[config.mk]
export PLATFORM = sky130hd
export DESIGN_NAME = stoch_signed_decode
export DESIGN_NICKNAME = d
export VERILOG_FILES = /design/src/rtl/stoch_decode_pkg.sv /design/src/rtl/stoch_signed_counter.sv /design/src/rtl/stoch_signed_decode.sv
export SDC_FILE = /design/constraint.sdc
export NUM_CORES = 1
export LEC_CHECK = 0
export ABC_AREA = 1
export BUFFER_PORTS_ARGS = -buffer_cell sky130_fd_sc_hd__buf_2
export CORE_UTILIZATION = 60
export DETAILED_ROUTE_END_ITERATION = 6
export PLACE_DENSITY = 0.81
export SYNTH_ARGS = -nofsm -noshare
export SYNTH_HDL_FRONTEND = slang
export SYNTH_SLANG_ARGS = --single-unit
export TNS_END_PERCENT = 30
[constraint.sdc]
create_clock -name CLK -period 2 [get_ports CLK]
set_input_delay 0.3 -clock CLK [delete_from_list [all_inputs] [get_ports CLK]]
set_output_delay 0.3 -clock CLK [all_outputs]
set_load 0.01 [all_outputs]
[src/rtl/stoch_decode_pkg.sv]
// Shared types and helpers for the signed stochastic-to-binary decoder.
package stoch_decode_pkg;

  typedef enum logic [1:0] {
    IDLE  = 2'd0,
    ACCUM = 2'd1,
    HOLD  = 2'd2
  } state_t;

  function automatic int out_width(input int window_log2);
    return window_log2 + 2;
  endfunction

  // Net contribution of one signed sample pair: +1, 0 or -1.
  function automatic logic signed [1:0] step(input logic p, input logic m);
    return $signed({1'b0, p}) - $signed({1'b0, m});
  endfunction

endpackage

[src/rtl/stoch_signed_counter.sv]
// Per-lane signed up/down counter: adds x_p - x_m each enabled cycle.
module stoch_signed_counter
  import stoch_decode_pkg::*;
#(
  parameter int WIDTH = 10
) (
  input  logic                    CLK,
  input  logic                    nRST,
  input  logic                    clr,
  input  logic                    en,
  input  logic                    x_p,
  input  logic                    x_m,
  output logic signed [WIDTH-1:0] cnt
);

  // NOTE: every flop in this block set is cleared by the async reset so a
  // partially accumulated window can never leak into the next one.
  always_ff @(posedge CLK or negedge nRST) begin
    if (!nRST) begin
      cnt <= '0;
    end else if (clr) begin
      cnt <= '0;
    end else if (en) begin
      cnt <= cnt + WIDTH'(step(x_p, x_m));
    end
  end

endmodule

[src/rtl/stoch_signed_decode.sv]
// Decodes NUM_ELEMS signed stochastic stream pairs into two's-complement counts
// over a 2^WINDOW_LOG2-cycle window and hands them off with valid/ready.
module stoch_signed_decode
  import stoch_decode_pkg::*;
#(
  parameter int NUM_ELEMS   = 16,
  parameter int WINDOW_LOG2 = 8
) (
  input  logic                                          CLK,
  input  logic                                          nRST,
  input  logic                                          start,
  input  logic [NUM_ELEMS-1:0]                          x_p,
  input  logic [NUM_ELEMS-1:0]                          x_m,
  output logic                                          busy,
  output logic [NUM_ELEMS*out_width(WINDOW_LOG2)-1:0]   y,
  output logic                                          y_valid,
  input  logic                                          y_ready
);

  localparam int OUT_WIDTH = out_width(WINDOW_LOG2);

  state_t                       state, state_nxt;
  logic [WINDOW_LOG2-1:0]       win_cnt;
  logic                         last_sample, handshake, launch, accum;
  logic signed [OUT_WIDTH-1:0]  lane_cnt [NUM_ELEMS];
  logic signed [OUT_WIDTH-1:0]  lane_fin [NUM_ELEMS];

  assign accum       = (state == ACCUM);
  assign last_sample = accum && (win_cnt == '1);
  assign handshake   = (state == HOLD) && y_valid && y_ready;
  assign launch      = ((state == IDLE) && start) || (handshake && start);

  // NOTE: next-state logic assigns a default first so no path leaves
  // state_nxt unassigned and no latch is inferred.
  always_comb begin
    state_nxt = state;
    case (state)
      IDLE:    if (start) state_nxt = ACCUM;
      ACCUM:   if (last_sample) state_nxt = HOLD;
      HOLD:    if (handshake) state_nxt = start ? ACCUM : IDLE;
      default: state_nxt = IDLE;
    endcase
  end

  for (genvar i = 0; i < NUM_ELEMS; i++) begin : g_lane
    stoch_signed_counter #(.WIDTH(OUT_WIDTH)) u_cnt (
      .CLK  (CLK),
      .nRST (nRST),
      .clr  (launch),
      .en   (accum),
      .x_p  (x_p[i]),
      .x_m  (x_m[i]),
      .cnt  (lane_cnt[i])
    );
    // The result register captures the count including the final sample.
    assign lane_fin[i] = lane_cnt[i] + OUT_WIDTH'(step(x_p[i], x_m[i]));
  end

  // NOTE: sequential state uses non-blocking assignments only, so every
  // register sees the pre-edge values of the others.
  always_ff @(posedge CLK or negedge nRST) begin
    if (!nRST) begin
      state   <= IDLE;
      win_cnt <= '0;
      busy    <= 1'b0;
      y_valid <= 1'b0;
      y       <= '0;
    end else begin
      state <= state_nxt;
      busy  <= (state_nxt == ACCUM);
      if (launch) begin
        win_cnt <= '0;
      end else if (accum) begin
        win_cnt <= win_cnt + WINDOW_LOG2'(1);
      end
      if (last_sample) begin
        y_valid <= 1'b1;
        for (int i = 0; i < NUM_ELEMS; i++) begin
          y[i*OUT_WIDTH +: OUT_WIDTH] <= lane_fin[i];
        end
      end else if (handshake) begin
        y_valid <= 1'b0;
      end
    end
  end

endmodule

==> impl_summary.log <==
INFO  metric finalSetupViolations = 0
INFO  metric clkSlewWorstSetupHoldPaths = 0.06 ns
INFO  metric number_of_buffers_created_by_cts = 38
INFO  metric drt-pass1-iter-count = 6
INFO  metric vias_per_cell = 5.422
INFO  metric worst_ep_arrival_time = 2.34 ns
INFO  metric fraction_of_layout_instances_using_a_drive_strength_above_1 = 13.69%
INFO  metric timing_worst_setup_path_type = register to register
INFO  metric starting_density = 61.20%
INFO  metric crit-reg2reg-launch = state[0]
INFO  metric power.share.switching = 39.18%
INFO  metric cts_tree = done
INFO  metric launch_point_of_the_worst_hold_path = y_ready
INFO  metric internal-power = 18080 uW
INFO  metric rr_endpoint = y[154]
INFO  metric total_leakage_power = 0.01267 uW
INFO  metric comb_power_share = 39.6%
INFO  metric grtUsageTotal = 31.03%
INFO  metric netSwitchingPower = 11650 uW
INFO  metric final_period_minus_worst_setup_slack = 1.936 ns
INFO  metric nets = 3237
INFO  metric cts_sinks = 332
INFO  metric max_clock_freq = 0.5165 GHz
INFO  metric first_global_vias = 18420
INFO  metric h-tree-depth = 2
INFO  metric drc = 0
INFO  metric seq_area_frac_synth = 41.62%
INFO  metric max_slew_headroom = 60.23%
INFO  metric yosys_warnings = 0
INFO  metric r2r_cells = 10
INFO  metric grt_start_max_net_pins = 64
INFO  metric clock_latency = 0.54 ns
INFO  metric rows = 66
INFO  metric timing_max_transition_violations_final = 0
INFO  metric final-instance-count-excl-fill = 3606
INFO  metric critical_path_peak_fanout = 54
INFO  metric run_status = complete, no violations
INFO  metric tightest_slew = 0.5965 ns
INFO  metric timing.hold.worst.class = primary input to register
INFO  metric vias = 19550
INFO  metric cp.required = 2.40 ns
INFO  metric gp_congestion = 0.9293
INFO  metric area.growth.synth_to_final = 19.75%
INFO  metric hold_path_end = y_valid
INFO  metric hold-path-cell-count = 4
INFO  metric cap_viol_max_count = 0
INFO  metric power_density = 1243 mW/mm^2
INFO  metric fillCellCount = 2517
INFO  metric final.setup_skew = 0.01545 ns
INFO  metric grt_setup_unrepaired = true
INFO  metric coreArea = 0.03262 mm^2
INFO  metric critPathCaptureType = register
INFO  metric antenna_left = 0
INFO  metric buffer_ports.inserted = 197
INFO  metric timing.setup.tns = 0 ns
INFO  metric post_layout_util = 73.29%
INFO  metric finalWirelength = 52.09 mm
INFO  metric synth_area_per_cell = 7.019 um^2
INFO  metric final_min_period_over_clock_period = 96.80%
INFO  metric clock_tree.buffer_depth = 3
INFO  metric postSynthNetCount = 2947
INFO  metric fin_hold_ws = 0.1600 ns
INFO  metric ioPinCount = 198
INFO  metric startpoint_type = register
INFO  metric setup.reg_to_reg.worst_slack = 0.06 ns
INFO  metric detailedRoute.firstIterationViolations = 1312
INFO  metric synthDistinctLibCells = 40
INFO  metric dpl-instance-area = 0.02240 mm^2
INFO  metric clk_root_buffer_cell = sky130_fd_sc_hd__clkbuf_16
INFO  metric grt_antenna_before_repair = 1
INFO  metric hpwlAfterDp = 35.98 mm
INFO  metric post_synthesis_register_bit_count = 332
INFO  metric y_dimension_of_the_die = 184.4 um
INFO  metric die-area = 0.03401 mm^2
INFO  metric grt_first_pass_wirelength = 86.56 mm
INFO  metric final_cell_area = 0.02391 mm^2
INFO  metric share_seq_of_total_power = 34.4%
INFO  metric post_syn_area = 0.01996 mm^2
INFO  metric p_clk_share = 26.0%
INFO  metric final_hold_viol_count = 0
INFO  metric grt_remaining_overflow = 0
INFO  metric wl_per_cell = 14.44 um
INFO  metric postSynthCellCount = 2844
INFO  metric worst_ir_drop_vdd = 1085 uV
INFO  metric die_width = 184.4 um
INFO  metric post-place-cells = 3528
-- cell usage in the layout, fill, tap and decap left out, types with 41 or more instances in the layout --
cell type / synthesis / routed
sky130_fd_sc_hd__o21ai_1: 70 / 70
sky130_fd_sc_hd__nand3b_1: 47 / 47
sky130_fd_sc_hd__xnor2_1: 65 / 65
sky130_fd_sc_hd__buf_2: 24 / 196
sky130_fd_sc_hd__nand2_1: 1038 / 1037
sky130_fd_sc_hd__nand3_1: 313 / 312
sky130_fd_sc_hd__ha_1: 66 / 66
sky130_fd_sc_hd__clkbuf_16: 0 / 41
sky130_fd_sc_hd__buf_4: 1 / 136
sky130_fd_sc_hd__inv_1: 301 / 300
sky130_fd_sc_hd__dfrtp_1: 332 / 332
sky130_fd_sc_hd__o21ai_0: 144 / 144
sky130_fd_sc_hd__nor2_1: 225 / 225
-- cells by family (layout without fill, tap and decap cells) --
logic type,Yosys count,in the layout,share of synthesized area [%]
compound gates,289,289,7.816
xor+xnor,87,87,3.817
fa+ha+maj,67,67,4.237
buf+inv,409,728,7.935
flops,332,332,41.62
other cells,0,1,0
simple gates,1660,1660,34.58
-- power by group through the flow --
stage	sequential, uW	clock, uW	combinational [uW]
after global routing	10500	8150	13400
after global placement	10200	0	11000
final	10200	7720	11800
after CTS	10200	7840	11700
after detailed placement	10200	0	11500
after floorplan	9830	0	8530
-- layer usage --
layer  track usage, %  vias to the layer above  routed length, um
met5                0                        -                  0
met2            53.01                      602              25280
li1                 -                     9637                  -
met4            12.07                        0               1684
met3            4.722                      137               2915
met1            39.49                     9174              22210
-- flip-flops by register name, summed over array words and instances (netlist names) --
| name | cells |
|---|---|
| state | 2 |
| busy | 1 |
| g_lane.u_cnt.cnt | 160 |
| y_valid | 1 |
| y | 160 |
| win_cnt | 8 |
-- metrics by stage --
step | power, uW | worst slack (ns)
finish | 29730 | 0.06402
floorplan | 18360 | 0.01794
CTS | 29700 | 0.03294
global route | 32050 | -0.02397
global placement | 21220 | -0.06791
detailed placement | 21790 | -0.1392
-- worst max-delay path by stage --
stage	startpoint	end
4_1_cts	state[1]	y[154]
5_1_grt	win_cnt[0]	y[154]
3_3_place_gp	x_p[2]	g_lane[2].u_cnt.cnt[4]
6_report	state[0]	y[154]
2_1_floorplan	x_p[9]	g_lane[9].u_cnt.cnt[6]
3_5_place_dp	x_p[2]	g_lane[2].u_cnt.cnt[4]
-- area by class of cell --
cell class | instances | area (um^2) | share of cell area, %
Multi-Input combinational cell | 2103 | 10080 | 42.17
Sequential cell | 332 | 8308 | 34.75
Timing Repair Buffer | 353 | 2381 | 9.960
Inverter | 304 | 1156 | 4.836
Clock buffer | 54 | 1145 | 4.789
Tap cell | 442 | 553.0 | 2.313
Clock inverter | 15 | 261.5 | 1.094
Timing Repair inverter | 2 | 17.52 | 0.07328
Antenna cell | 1 | 2.502 | 0.01047
-- critical path: stages, from the launching register on --
cell	delay, ns
sky130_fd_sc_hd__dfrtp_1	0.37
sky130_fd_sc_hd__inv_1	0.08
sky130_fd_sc_hd__or2_4	0.26
sky130_fd_sc_hd__nor2_4	0.12
sky130_fd_sc_hd__nand4_2	0.13
sky130_fd_sc_hd__nor2_4	0.15
sky130_fd_sc_hd__buf_12	0.14
sky130_fd_sc_hd__clkinv_8	0.11
sky130_fd_sc_hd__buf_12	0.20
sky130_fd_sc_hd__nand2_1	0.09
sky130_fd_sc_hd__o21ai_0	0.10
-- what timing repair did --
action	CTS	global route
setup buffers	0	6
endpoints found under the setup margin	0	131
hold buffers	1	0
endpoints found under the hold margin	40	0
gates resized for setup	0	6
-- Yosys cell counts, drive strengths merged --
cell type / count / area share [%]
o31ai: 5 / 0.19
nor3b: 1 / 0.038
o211ai: 3 / 0.11
fa: 1 / 0.10
o21a: 1 / 0.038
xor2: 22 / 0.97
o21ai: 214 / 5.4
o21bai: 10 / 0.38
buf: 34 / 0.88
nor4: 1 / 0.031
a22oi: 1 / 0.038
nand3: 313 / 7.8
a211oi: 1 / 0.038
clkinv: 1 / 0.019
clkbuf: 71 / 1.3
inv: 303 / 5.7
nand4: 20 / 0.66
dfrtp: 332 / 42
nand3b: 47 / 1.8
nor3: 5 / 0.13
o22ai: 36 / 1.1
a21o: 3 / 0.11
nor2: 227 / 4.3
xnor2: 65 / 2.9
a21boi: 1 / 0.038
or2: 7 / 0.22
a22o: 1 / 0.044
nand2: 1038 / 20
a31oi: 2 / 0.063
a21oi: 11 / 0.28
and2: 1 / 0.031
ha: 66 / 4.1
Note: power is estimated with default switching activity, not from simulation.
